`src/rtl/decode_stage_hz_pkg.sv`:
```
// decode_stage_hz_pkg: MIPS-I opcode/funct constants, field widths and control bundle for the decode stage
package decode_stage_hz_pkg;
  localparam int OP_W = 6;
  localparam int FN_W = 6;
  localparam int IMM_W = 16;
  localparam int JA_W = 26;

  localparam logic [OP_W-1:0] OP_RTYPE = 6'h00;
  localparam logic [OP_W-1:0] OP_JAL = 6'h03;
  localparam logic [OP_W-1:0] OP_BEQ = 6'h04;
  localparam logic [OP_W-1:0] OP_ADDI = 6'h08;
  localparam logic [OP_W-1:0] OP_LW = 6'h23;
  localparam logic [OP_W-1:0] OP_SW = 6'h2B;
  localparam logic [FN_W-1:0] FN_JR = 6'h08;

  typedef enum logic [1:0] {DST_RT, DST_RD, DST_RA} dst_e;

  typedef struct packed {
    logic reg_wr;
    logic memwrite;
    logic memtoreg;
    logic alu_src;
    logic branch;
    logic jal;
    logic jr;
  } ctrl_t;

  localparam ctrl_t CTRL_NONE = '0;

  // Only these formats consume rt as a source operand, so only they can hit a load-use on rt
  function automatic logic reads_rt(input logic [OP_W-1:0] op);
    return op == OP_RTYPE || op == OP_BEQ || op == OP_SW;
  endfunction
endpackage

```
`src/rtl/decode_stage_hz_if.sv`:
```
// decode_stage_hz_if: fetch/writeback inputs and ID/EX outputs of the decode stage
interface decode_stage_hz_if #(
  parameter int DWIDTH = 32,
  parameter int NREGS = 32,
  parameter int IWIDTH = 32
);
  localparam int AWIDTH = $clog2(NREGS);
  logic ds_i_ce;
  logic [IWIDTH-1:0] ds_i_instr;
  logic ds_i_flush;
  logic ds_i_reg_wr;
  logic [AWIDTH-1:0] ds_i_addr_rd;
  logic [DWIDTH-1:0] ds_i_data_rd;
  logic ds_o_stall;
  logic ds_o_ce;
  logic [5:0] ds_o_opcode;
  logic [5:0] ds_o_funct;
  logic [DWIDTH-1:0] ds_o_data_rs;
  logic [DWIDTH-1:0] ds_o_data_rt;
  logic [AWIDTH-1:0] ds_o_addr_rs;
  logic [AWIDTH-1:0] ds_o_addr_rt;
  logic [AWIDTH-1:0] ds_o_addr_rd;
  logic [DWIDTH-1:0] ds_o_imm;
  logic [25:0] ds_o_jal_addr;
  logic ds_o_reg_wr;
  logic ds_o_memwrite;
  logic ds_o_memtoreg;
  logic ds_o_alu_src;
  logic ds_o_branch;
  logic ds_o_jal;
  logic ds_o_jr;

  modport master (
    output ds_i_ce, ds_i_instr, ds_i_flush, ds_i_reg_wr, ds_i_addr_rd, ds_i_data_rd,
    input ds_o_stall, ds_o_ce, ds_o_opcode, ds_o_funct, ds_o_data_rs, ds_o_data_rt,
    input ds_o_addr_rs, ds_o_addr_rt, ds_o_addr_rd, ds_o_imm, ds_o_jal_addr,
    input ds_o_reg_wr, ds_o_memwrite, ds_o_memtoreg, ds_o_alu_src, ds_o_branch, ds_o_jal, ds_o_jr
  );

  modport slave (
    input ds_i_ce, ds_i_instr, ds_i_flush, ds_i_reg_wr, ds_i_addr_rd, ds_i_data_rd,
    output ds_o_stall, ds_o_ce, ds_o_opcode, ds_o_funct, ds_o_data_rs, ds_o_data_rt,
    output ds_o_addr_rs, ds_o_addr_rt, ds_o_addr_rd, ds_o_imm, ds_o_jal_addr,
    output ds_o_reg_wr, ds_o_memwrite, ds_o_memtoreg, ds_o_alu_src, ds_o_branch, ds_o_jal, ds_o_jr
  );
endinterface

```
`src/rtl/decode_stage_hz_ctrl_decode.sv`:
```
// ds_ctrl_decode: main control, destination select and immediate sign extension
module ds_ctrl_decode
  import decode_stage_hz_pkg::*;
#(
  parameter int DWIDTH = 32
) (
  input logic [OP_W-1:0] opcode,
  input logic [FN_W-1:0] funct,
  input logic [IMM_W-1:0] imm16,
  output ctrl_t ctrl,
  output dst_e dst,
  output logic uses_rt,
  output logic [DWIDTH-1:0] imm
);
  always_comb begin
    ctrl = CTRL_NONE;
    dst = DST_RT;
    case (opcode)
      OP_RTYPE: begin
        ctrl.jr = funct == FN_JR;
        ctrl.reg_wr = funct != FN_JR;
        dst = DST_RD;
      end
      OP_LW: begin
        ctrl.memtoreg = 1'b1;
        ctrl.alu_src = 1'b1;
        ctrl.reg_wr = 1'b1;
      end
      OP_SW: begin
        ctrl.memwrite = 1'b1;
        ctrl.alu_src = 1'b1;
      end
      OP_BEQ: ctrl.branch = 1'b1;
      OP_ADDI: begin
        ctrl.alu_src = 1'b1;
        ctrl.reg_wr = 1'b1;
      end
      OP_JAL: begin
        ctrl.jal = 1'b1;
        ctrl.reg_wr = 1'b1;
        dst = DST_RA;
      end
      default: ctrl = CTRL_NONE;
    endcase
  end

  assign uses_rt = reads_rt(opcode);
  assign imm = {{(DWIDTH-IMM_W){imm16[IMM_W-1]}}, imm16};
endmodule

```
`src/rtl/decode_stage_hz.sv`:
```
// decode_stage_hz: MIPS-I decode with register file, writeback bypass, load-use stall and ID/EX register
module decode_stage_hz
  import decode_stage_hz_pkg::*;
#(
  parameter int DWIDTH = 32,
  parameter int NREGS = 32,
  parameter int IWIDTH = 32
) (
  input logic ds_clk,
  input logic ds_rst,
  decode_stage_hz_if.slave bus
);
  localparam int AWIDTH = $clog2(NREGS);

  typedef struct packed {
    logic ce;
    logic [OP_W-1:0] opcode;
    logic [FN_W-1:0] funct;
    logic [DWIDTH-1:0] data_rs;
    logic [DWIDTH-1:0] data_rt;
    logic [DWIDTH-1:0] imm;
    logic [AWIDTH-1:0] addr_rs;
    logic [AWIDTH-1:0] addr_rt;
    logic [AWIDTH-1:0] addr_rd;
    logic [JA_W-1:0] jal_addr;
    ctrl_t ctrl;
  } idex_t;

  logic [IWIDTH-1:0] instr;
  logic [AWIDTH-1:0] rs, rt, rd, dest;
  logic [DWIDTH-1:0] data_rs, data_rt, imm;
  logic [DWIDTH-1:0] regs [NREGS];
  ctrl_t ctrl;
  dst_e dst;
  logic uses_rt, hz, bubble;
  idex_t idex, idex_d;

  assign instr = bus.ds_i_instr;
  assign rs = instr[21 +: AWIDTH];
  assign rt = instr[16 +: AWIDTH];
  assign rd = instr[11 +: AWIDTH];

  ds_ctrl_decode #(.DWIDTH(DWIDTH)) u_ctrl (
    .opcode(instr[31:26]),
    .funct(instr[5:0]),
    .imm16(instr[15:0]),
    .ctrl(ctrl),
    .dst(dst),
    .uses_rt(uses_rt),
    .imm(imm)
  );

  assign dest = dst == DST_RD ? rd : dst == DST_RA ? AWIDTH'(NREGS - 1) : rt;

  always_ff @(posedge ds_clk or posedge ds_rst)
    if (ds_rst) regs <= '{default: '0};
    else if (bus.ds_i_reg_wr && bus.ds_i_addr_rd != '0) regs[bus.ds_i_addr_rd] <= bus.ds_i_data_rd;

  // Writeback in the same cycle is forwarded so decode never sees a stale operand
  assign data_rs = rs == '0 ? '0 : (bus.ds_i_reg_wr && bus.ds_i_addr_rd == rs) ? bus.ds_i_data_rd : regs[rs];
  assign data_rt = rt == '0 ? '0 : (bus.ds_i_reg_wr && bus.ds_i_addr_rd == rt) ? bus.ds_i_data_rd : regs[rt];

  // Load in ID/EX feeding the instruction now in decode cannot be forwarded in time
  assign hz = bus.ds_i_ce && idex.ce && idex.ctrl.memtoreg && idex.addr_rd != '0 &&
              (idex.addr_rd == rs || (uses_rt && idex.addr_rd == rt));
  assign bus.ds_o_stall = hz && !bus.ds_i_flush && !ds_rst;
  assign bubble = !bus.ds_i_ce || bus.ds_i_flush || hz;

  always_comb begin
    idex_d = '0;
    if (!bubble)
      idex_d = '{ce: 1'b1, opcode: instr[31:26], funct: instr[5:0], data_rs: data_rs, data_rt: data_rt,
                 imm: imm, addr_rs: rs, addr_rt: rt, addr_rd: dest, jal_addr: instr[25:0], ctrl: ctrl};
  end

  always_ff @(posedge ds_clk or posedge ds_rst)
    if (ds_rst) idex <= '0;
    else idex <= idex_d;

  assign bus.ds_o_ce = idex.ce;
  assign bus.ds_o_opcode = idex.opcode;
  assign bus.ds_o_funct = idex.funct;
  assign bus.ds_o_data_rs = idex.data_rs;
  assign bus.ds_o_data_rt = idex.data_rt;
  assign bus.ds_o_addr_rs = idex.addr_rs;
  assign bus.ds_o_addr_rt = idex.addr_rt;
  assign bus.ds_o_addr_rd = idex.addr_rd;
  assign bus.ds_o_imm = idex.imm;
  assign bus.ds_o_jal_addr = idex.jal_addr;
  assign bus.ds_o_reg_wr = idex.ctrl.reg_wr;
  assign bus.ds_o_memwrite = idex.ctrl.memwrite;
  assign bus.ds_o_memtoreg = idex.ctrl.memtoreg;
  assign bus.ds_o_alu_src = idex.ctrl.alu_src;
  assign bus.ds_o_branch = idex.ctrl.branch;
  assign bus.ds_o_jal = idex.ctrl.jal;
  assign bus.ds_o_jr = idex.ctrl.jr;
endmodule
```
`src/flat_wrapper.sv`:
```
// flat-port wrapper written by rule: the top's interface ports become plain ports
module decode_stage_hz_flat import decode_stage_hz_pkg::*;
#(
  parameter int DWIDTH = 32,
  parameter int NREGS = 32,
  parameter int IWIDTH = 32
)
  (ds_clk, ds_rst, bus_ds_i_ce, bus_ds_i_instr, bus_ds_i_flush, bus_ds_i_reg_wr, bus_ds_i_addr_rd, bus_ds_i_data_rd, bus_ds_o_stall, bus_ds_o_ce, bus_ds_o_opcode, bus_ds_o_funct, bus_ds_o_data_rs, bus_ds_o_data_rt, bus_ds_o_addr_rs, bus_ds_o_addr_rt, bus_ds_o_addr_rd, bus_ds_o_imm, bus_ds_o_jal_addr, bus_ds_o_reg_wr, bus_ds_o_memwrite, bus_ds_o_memtoreg, bus_ds_o_alu_src, bus_ds_o_branch, bus_ds_o_jal, bus_ds_o_jr);
  decode_stage_hz_if #(.DWIDTH(DWIDTH), .NREGS(NREGS), .IWIDTH(IWIDTH)) bus_i ();
  input logic ds_clk;
  input logic ds_rst;
  input wire logic [$bits(bus_i.ds_i_ce)-1:0] bus_ds_i_ce;
  input wire logic [$bits(bus_i.ds_i_instr)-1:0] bus_ds_i_instr;
  input wire logic [$bits(bus_i.ds_i_flush)-1:0] bus_ds_i_flush;
  input wire logic [$bits(bus_i.ds_i_reg_wr)-1:0] bus_ds_i_reg_wr;
  input wire logic [$bits(bus_i.ds_i_addr_rd)-1:0] bus_ds_i_addr_rd;
  input wire logic [$bits(bus_i.ds_i_data_rd)-1:0] bus_ds_i_data_rd;
  output wire logic [$bits(bus_i.ds_o_stall)-1:0] bus_ds_o_stall;
  output wire logic [$bits(bus_i.ds_o_ce)-1:0] bus_ds_o_ce;
  output wire logic [$bits(bus_i.ds_o_opcode)-1:0] bus_ds_o_opcode;
  output wire logic [$bits(bus_i.ds_o_funct)-1:0] bus_ds_o_funct;
  output wire logic [$bits(bus_i.ds_o_data_rs)-1:0] bus_ds_o_data_rs;
  output wire logic [$bits(bus_i.ds_o_data_rt)-1:0] bus_ds_o_data_rt;
  output wire logic [$bits(bus_i.ds_o_addr_rs)-1:0] bus_ds_o_addr_rs;
  output wire logic [$bits(bus_i.ds_o_addr_rt)-1:0] bus_ds_o_addr_rt;
  output wire logic [$bits(bus_i.ds_o_addr_rd)-1:0] bus_ds_o_addr_rd;
  output wire logic [$bits(bus_i.ds_o_imm)-1:0] bus_ds_o_imm;
  output wire logic [$bits(bus_i.ds_o_jal_addr)-1:0] bus_ds_o_jal_addr;
  output wire logic [$bits(bus_i.ds_o_reg_wr)-1:0] bus_ds_o_reg_wr;
  output wire logic [$bits(bus_i.ds_o_memwrite)-1:0] bus_ds_o_memwrite;
  output wire logic [$bits(bus_i.ds_o_memtoreg)-1:0] bus_ds_o_memtoreg;
  output wire logic [$bits(bus_i.ds_o_alu_src)-1:0] bus_ds_o_alu_src;
  output wire logic [$bits(bus_i.ds_o_branch)-1:0] bus_ds_o_branch;
  output wire logic [$bits(bus_i.ds_o_jal)-1:0] bus_ds_o_jal;
  output wire logic [$bits(bus_i.ds_o_jr)-1:0] bus_ds_o_jr;
  assign bus_i.ds_i_ce = bus_ds_i_ce;
  assign bus_i.ds_i_instr = bus_ds_i_instr;
  assign bus_i.ds_i_flush = bus_ds_i_flush;
  assign bus_i.ds_i_reg_wr = bus_ds_i_reg_wr;
  assign bus_i.ds_i_addr_rd = bus_ds_i_addr_rd;
  assign bus_i.ds_i_data_rd = bus_ds_i_data_rd;
  assign bus_ds_o_stall = bus_i.ds_o_stall;
  assign bus_ds_o_ce = bus_i.ds_o_ce;
  assign bus_ds_o_opcode = bus_i.ds_o_opcode;
  assign bus_ds_o_funct = bus_i.ds_o_funct;
  assign bus_ds_o_data_rs = bus_i.ds_o_data_rs;
  assign bus_ds_o_data_rt = bus_i.ds_o_data_rt;
  assign bus_ds_o_addr_rs = bus_i.ds_o_addr_rs;
  assign bus_ds_o_addr_rt = bus_i.ds_o_addr_rt;
  assign bus_ds_o_addr_rd = bus_i.ds_o_addr_rd;
  assign bus_ds_o_imm = bus_i.ds_o_imm;
  assign bus_ds_o_jal_addr = bus_i.ds_o_jal_addr;
  assign bus_ds_o_reg_wr = bus_i.ds_o_reg_wr;
  assign bus_ds_o_memwrite = bus_i.ds_o_memwrite;
  assign bus_ds_o_memtoreg = bus_i.ds_o_memtoreg;
  assign bus_ds_o_alu_src = bus_i.ds_o_alu_src;
  assign bus_ds_o_branch = bus_i.ds_o_branch;
  assign bus_ds_o_jal = bus_i.ds_o_jal;
  assign bus_ds_o_jr = bus_i.ds_o_jr;
  decode_stage_hz #(.DWIDTH(DWIDTH), .NREGS(NREGS), .IWIDTH(IWIDTH)) u_core (.ds_clk(ds_clk), .ds_rst(ds_rst), .bus(bus_i));
endmodule
```
`config.mk`:
```
export PLATFORM = sky130hd
export DESIGN_NAME = decode_stage_hz_flat
export DESIGN_NICKNAME = d
export VERILOG_FILES = /design/src/rtl/decode_stage_hz_pkg.sv /design/src/rtl/decode_stage_hz_if.sv /design/src/rtl/decode_stage_hz_ctrl_decode.sv /design/src/rtl/decode_stage_hz.sv /design/src/flat_wrapper.sv
export SDC_FILE = /design/constraint.sdc
export NUM_CORES = 2
export LEC_CHECK = 0
export ABC_AREA = 1
export CAP_MARGIN = 20
export CELL_PAD_IN_SITES_DETAIL_PLACEMENT = 1
export CELL_PAD_IN_SITES_GLOBAL_PLACEMENT = 1
export CORE_UTILIZATION = 25
export DETAILED_ROUTE_END_ITERATION = 6
export HOLD_SLACK_MARGIN = 0.06
export PLACE_DENSITY_LB_ADDON = 0.1
export SLEW_MARGIN = 5
export SYNTH_ARGS = -nofsm -noshare
export SYNTH_HDL_FRONTEND = slang
export SYNTH_HIERARCHICAL = 1
export SYNTH_SLANG_ARGS = --single-unit
```
`constraint.sdc`:
```
create_clock -name ds_clk -period 65.4 [get_ports ds_clk]
set_input_delay 6.54 -clock ds_clk [delete_from_list [all_inputs] [get_ports ds_clk]]
set_output_delay 6.54 -clock ds_clk [all_outputs]
set_load 0.1 [all_outputs]
```
Yosys cells after proc, flatten, opt, wreduce, memory -nomap -nowiden
Index checks and enable logic that the tools add are counted.
Cells by class
  order comparisons: 4
  equality and inequality tests: 13
  mux-type cells: 24
  bitwise gates (word level): 3
  reduce and logical (&&, ||, !) cells: 26
Operators by type and width (count)
  1024-bit bitwise mux: 1
  32-bit binary-select mux with 5-bit select: 2
  32-bit 2-to-1 mux: 9
  32-bit demux with 5-bit select: 1
  157-bit 2-to-1 mux: 1
  5-bit equality test: 4
  6-bit greater-or-equal comparator, second input constant: 3
  5-bit inverter with 6-bit output: 3
  6-bit by 4-bit equality test with 1-bit output, second input constant: 2
  6-bit equality test, second input constant: 2
  1-bit logical AND: 11
  5-bit zero test: 2
  5-bit 2-to-1 mux: 2
  5-bit nonzero test: 2
  6-bit by 2-bit equality test with 1-bit output, second input constant: 1
  6-bit by 3-bit equality test with 1-bit output, second input constant: 1
  6-bit zero test: 1
  6-bit by 1-bit < comparator with 1-bit output, second input constant: 1
  1-bit 2-to-1 mux: 6
  6-bit by 4-bit != test with 1-bit output, second input constant: 1
  3-bit OR reduction: 2
  1-bit logical OR: 5
  2-bit one-hot mux with 2 select lines: 1
  1-bit zero test: 3
  other kinds (3): 3
Storage, ports and cells
  bits in registers: 1181

Depth between registers and ports, before layout
  word-level depth: 8
  mapped depth: 14
  depth with buffers taken out: 12

By module
Netlist, hierarchy kept.
Modules (own cells, without submodules)
  decode_stage_hz: times used 1, cells an instance 8935, area an instance 63447.1 µm², seq. area each 29153.0 µm²
  ds_ctrl_decode: times used 1, cells an instance 66, area an instance 412.9 µm², seq. area each 0.0 µm²

Least setup slack after synthesis
Ideal clock, no wire load.
  kind: input -> output
  start: input bus_ds_i_instr[20]
  end: output bus_ds_o_stall
  arrival time: 9.518 ns
  slack: 49.342 ns
  stages on the path: 10
  buffers on the path: 2
  cell sequence: buf_2 -> clkinv_1 -> nand2_1 -> nand2_1 -> nor2_1 -> nand3_1 -> nand2_1 -> nand2_1 -> clkbuf_1 -> nor3_1
On the way
  word-level cells in the longest chain between the ends: 6
Ends and longest elaborated chain
  start, declared: RTL line flat_wrapper.sv:13  | input wire logic [$bits(bus_i.ds_i_instr)-1:0] bus_ds_i_instr;
  5-bit equality test: RTL line decode_stage_hz.sv:65  | (idex.addr_rd == rs || (uses_rt && idex.addr_rd == rt));
  1-bit logical AND: RTL line decode_stage_hz.sv:65
  1-bit logical OR: RTL line decode_stage_hz.sv:65
  1-bit logical AND: RTL line decode_stage_hz.sv:64  | assign hz = bus.ds_i_ce && idex.ce && idex.ctrl.memtoreg && idex.addr_rd != '0 &&
  1-bit logical AND (2 in a row): RTL line decode_stage_hz.sv:66  | assign bus.ds_o_stall = hz && !bus.ds_i_flush && !ds_rst;
  end, declared: RTL line flat_wrapper.sv:18  | output wire logic [$bits(bus_i.ds_o_stall)-1:0] bus_ds_o_stall;
Every way passes these cells.

Worst setup path after layout
  start: input bus_ds_i_instr[24]
  end: output bus_ds_o_stall
On the way
  word-level cells in the longest chain between the ends: 5
Ends and longest elaborated chain (RTL line)
  5-bit equality test: decode_stage_hz.sv:65
  1-bit logical OR: decode_stage_hz.sv:65
  1-bit logical AND: decode_stage_hz.sv:64
  1-bit logical AND (2 in a row): decode_stage_hz.sv:66
Every way passes these cells.

==> out/results.ini <==
[sta]
slew_headroom_pct=25.6
whs_ns=0.374
hold_viol=0
fin_worst_skew_ns=0.0271
fmaxAchievable_mhz=58.8
tns_ns=0
period_share_pct=26.0
setup_viol=0
slew_viol_final=0
grt_setup_unrepaired=false
layout_min_cycle_time_ns=17.01
tightestPinTransition_ns=1.12

[clock_network]
clock_path_buffers=3
clk_latency_ns=0.83
clock_sinks=1165
cts_setup_buffers=0
cts_resized=0
cts_buffers=154
cts.clk_slew.worst_paths_ns=0.05
cts_tree=done
cts_hold_buf=0
cts_root_buf=clkbuf_16
htreeDepth=4

[cells_and_area]
drive_gt1_share_pct=6.14
syn_to_final_growth_pct=15.9
final_nets=8801

[setup_path]
crit_arrival_ns=10.47
timing.rr.start=u_core/bus.ds_o_addr_rd[2]$_DFF_PP0_
reg2regPathDepth=11
worstPathRequired_ns=58.86
cp-end-kind=primary output
crit_type=input port to primary output
ff2ff_setup_slack_ns=61.75
critPathLaunchType=input port
crit_fanout=35
r2r-end=u_core/bus.ds_o_opcode[3]$_DFF_PP0_

[logic_synthesis]
yosys.area_share.xor_xnor_pct=0.0411
netlist_area_sq_um=63900
synth_top_family_by_area=simple AND/OR/NAND/NOR gates
synth_warnings=6
yosysSeqAreaShare_pct=45.7
ys_seq_elements=1165
synth-simple-area-share_pct=29.2
synthesis.nets=9075
synthCells=9001
muxShareOfSynthArea_pct=0
avgSynthCellArea_sq_um=7.09
synthAdderAreaFrac_pct=0
synth_compound_gate_area_share_pct=15.5
yosysUniqueCellTypes=31

[detailed_routing]
dr.pass1.iters=6
drt_iter0_drc=5309
drc=0
ant_nets=0
vias_per_cell=5.13
wirelength_mm=334
routedWlPerCell_microns=27.3
vias=62726

[place]
place.gp.congestion=0.822
hpwl_mm=200
port-buffer-count=231

[worst_hold_path]
holdCritPathClass=flip-flop to flip-flop
min_path_cells=0
min_from=u_core/regs[995]$_DFFE_PP0P_
hold_path_end=u_core/regs[995]$_DFFE_PP0P_

[global_routing]
grt_pass1_wl_mm=480
grtUsageMet1_pct=35.9
grt_max_degree=155
use_met2_pct=41.0
top_usage_layer=met2
grt_antenna_before_repair=25
grt-ovfl-total=0
grt_usage_pct=25.7
grt_use_met3_pct=3.54
grt_pass1_vias=63310

[power]
power_density_nw_per_um2=30.9
irDropWorstVdd_v=0.0000235
leakagePower_nw=34.5

[floorplanning]
dieArea_sq_um=257000
fp.dieW_microns=507
row_count=185
core_area_sq_um=254000
initial_utilization_pct=25.1
ios=232
dieHeight_microns=507

[flow_run]
maxCapViolations=0

[status]
status=complete, no violations

routing by layer:
layer  routed length (microns)  vias up
li1                          -    28561
met1                    157000    32042
met2                    151000     1662
met3                     16100      455
met4                     10500        6
met5                        41        -
power by group:
part	internal [mW]	switching (mW)
logic	0.141	0.331
registers	0.844	0.0790
clock network	0.528	0.363
registers in the layout (all words and copies together) (netlist names), 3 cells and up:
name and flops:
u_core/bus.ds_o_opcode 6, u_core/bus.ds_o_data_rt 32, u_core/bus.ds_o_funct 5, u_core/bus.ds_o_addr_rd 5
u_core/regs 1024, u_core/bus.ds_o_addr_rt 3, u_core/bus.ds_o_data_rs 32, u_core/bus.ds_o_jal_addr 15
u_core/bus.ds_o_addr_rs 3, u_core/bus.ds_o_imm 32
cell usage after synthesis (all sizes together):
cell type | number | area (sq um)
o21ai | 1015 | 5080
xor2 | 2 | 17.5
o211ai | 498 | 3740
o22ai | 5 | 31.3
inv | 713 | 2680
buf | 213 | 1110
nor3 | 14 | 96.4
or2 | 24 | 150
a211oi | 36 | 270
nand3 | 771 | 3860
dfrtp | 1165 | 29200
a21oi | 155 | 776
xnor2 | 1 | 8.76
clkbuf | 625 | 2350
nor4 | 3 | 33.8
nand4 | 140 | 876
nor2 | 675 | 2560
nand2 | 2941 | 11100
clkinv | 5 | 18.8
cells by family after synthesis:
| kind of cell | Yosys count |
|---|---|
| DFF | 1165 |
| buffers and inverters | 1556 |
| xor gates and xnor gates | 3 |
| and+or+nand+nor | 4568 |
| AOI/OAI and AO/OA | 1709 |
final cells by class:
class / count / area (sq um)
Multi-Input combinational cell: 6280 / 28900
Fill cell: 30610 / 180000
Clock inverter: 49 / 524
Tap cell: 3366 / 4210
Inverter: 718 / 2740
Antenna cell: 10 / 25.0
Timing Repair Buffer: 408 / 3810
Sequential cell: 1165 / 29200
Clock buffer: 230 / 4680
worst max-delay path, stage by stage:
cell and delay [ns]:
buf_4 0.25, clkinv_1 0.71, buf_4 0.52, nand2_1 0.10, nand2_1 0.05, nor2_1 0.13
nand3_1 0.11, nand2_1 0.16, nand2_4 0.37, nor3_1 0.30, clkdlybuf4s50_1 1.18
layout by cell type (no fill, tap or decap), types with 5 or more instances in the layout:
| cell | count |
|---|---|
| a211oi_1 | 36 |
| a21oi_1 | 155 |
| buf_12 | 9 |
| buf_4 | 169 |
| bufinv_16 | 9 |
| clkbuf_1 | 30 |
| clkbuf_16 | 161 |
| clkbuf_8 | 39 |
| clkdlybuf4s50_1 | 221 |
| clkinv_2 | 34 |
| dfrtp_1 | 1165 |
| diode_2 | 10 |
| inv_1 | 693 |
| inv_2 | 12 |
| inv_8 | 5 |
| nand2_1 | 2908 |
| nand2_2 | 18 |
| nand2_4 | 13 |
| nand3_1 | 766 |
| nand4_1 | 140 |
| nor2_1 | 657 |
| nor2_4 | 15 |
| nor3_1 | 9 |
| o211ai_1 | 498 |
| o21ai_0 | 989 |
| o21ai_1 | 26 |
| o22ai_1 | 5 |
| or2_2 | 24 |
how the worst max path moves through the flow:
stage / startpoint / to / cells past startpoint
after detailed placement: bus_ds_i_instr[24] / bus_ds_o_stall / 11
final: bus_ds_i_instr[24] / bus_ds_o_stall / 11
after global routing: bus_ds_i_instr[24] / bus_ds_o_stall / 11
after floorplan: ds_rst / u_core/bus.ds_o_addr_rd[0]$_DFF_PP0_ / 1
after CTS: bus_ds_i_instr[24] / bus_ds_o_stall / 11
after global placement: bus_ds_i_instr[24] / bus_ds_o_stall / 11
metrics by stage:
step,setup WS (ns),cells,utilization [%],total power [mW],area (sq um)
5_1_grt,48.30,12221,29.1,2.41,74000
3_5_place_dp,48.39,11935,27.1,1.41,68700
3_3_place_gp,48.40,11933,27.0,1.39,68700
6_report,48.39,12226,29.1,2.29,74000
4_1_cts,48.37,12214,29.1,2.31,73900
2_1_floorplan,26.05,9001,-,1.24,63900
(Power assumes the default switching activity.)
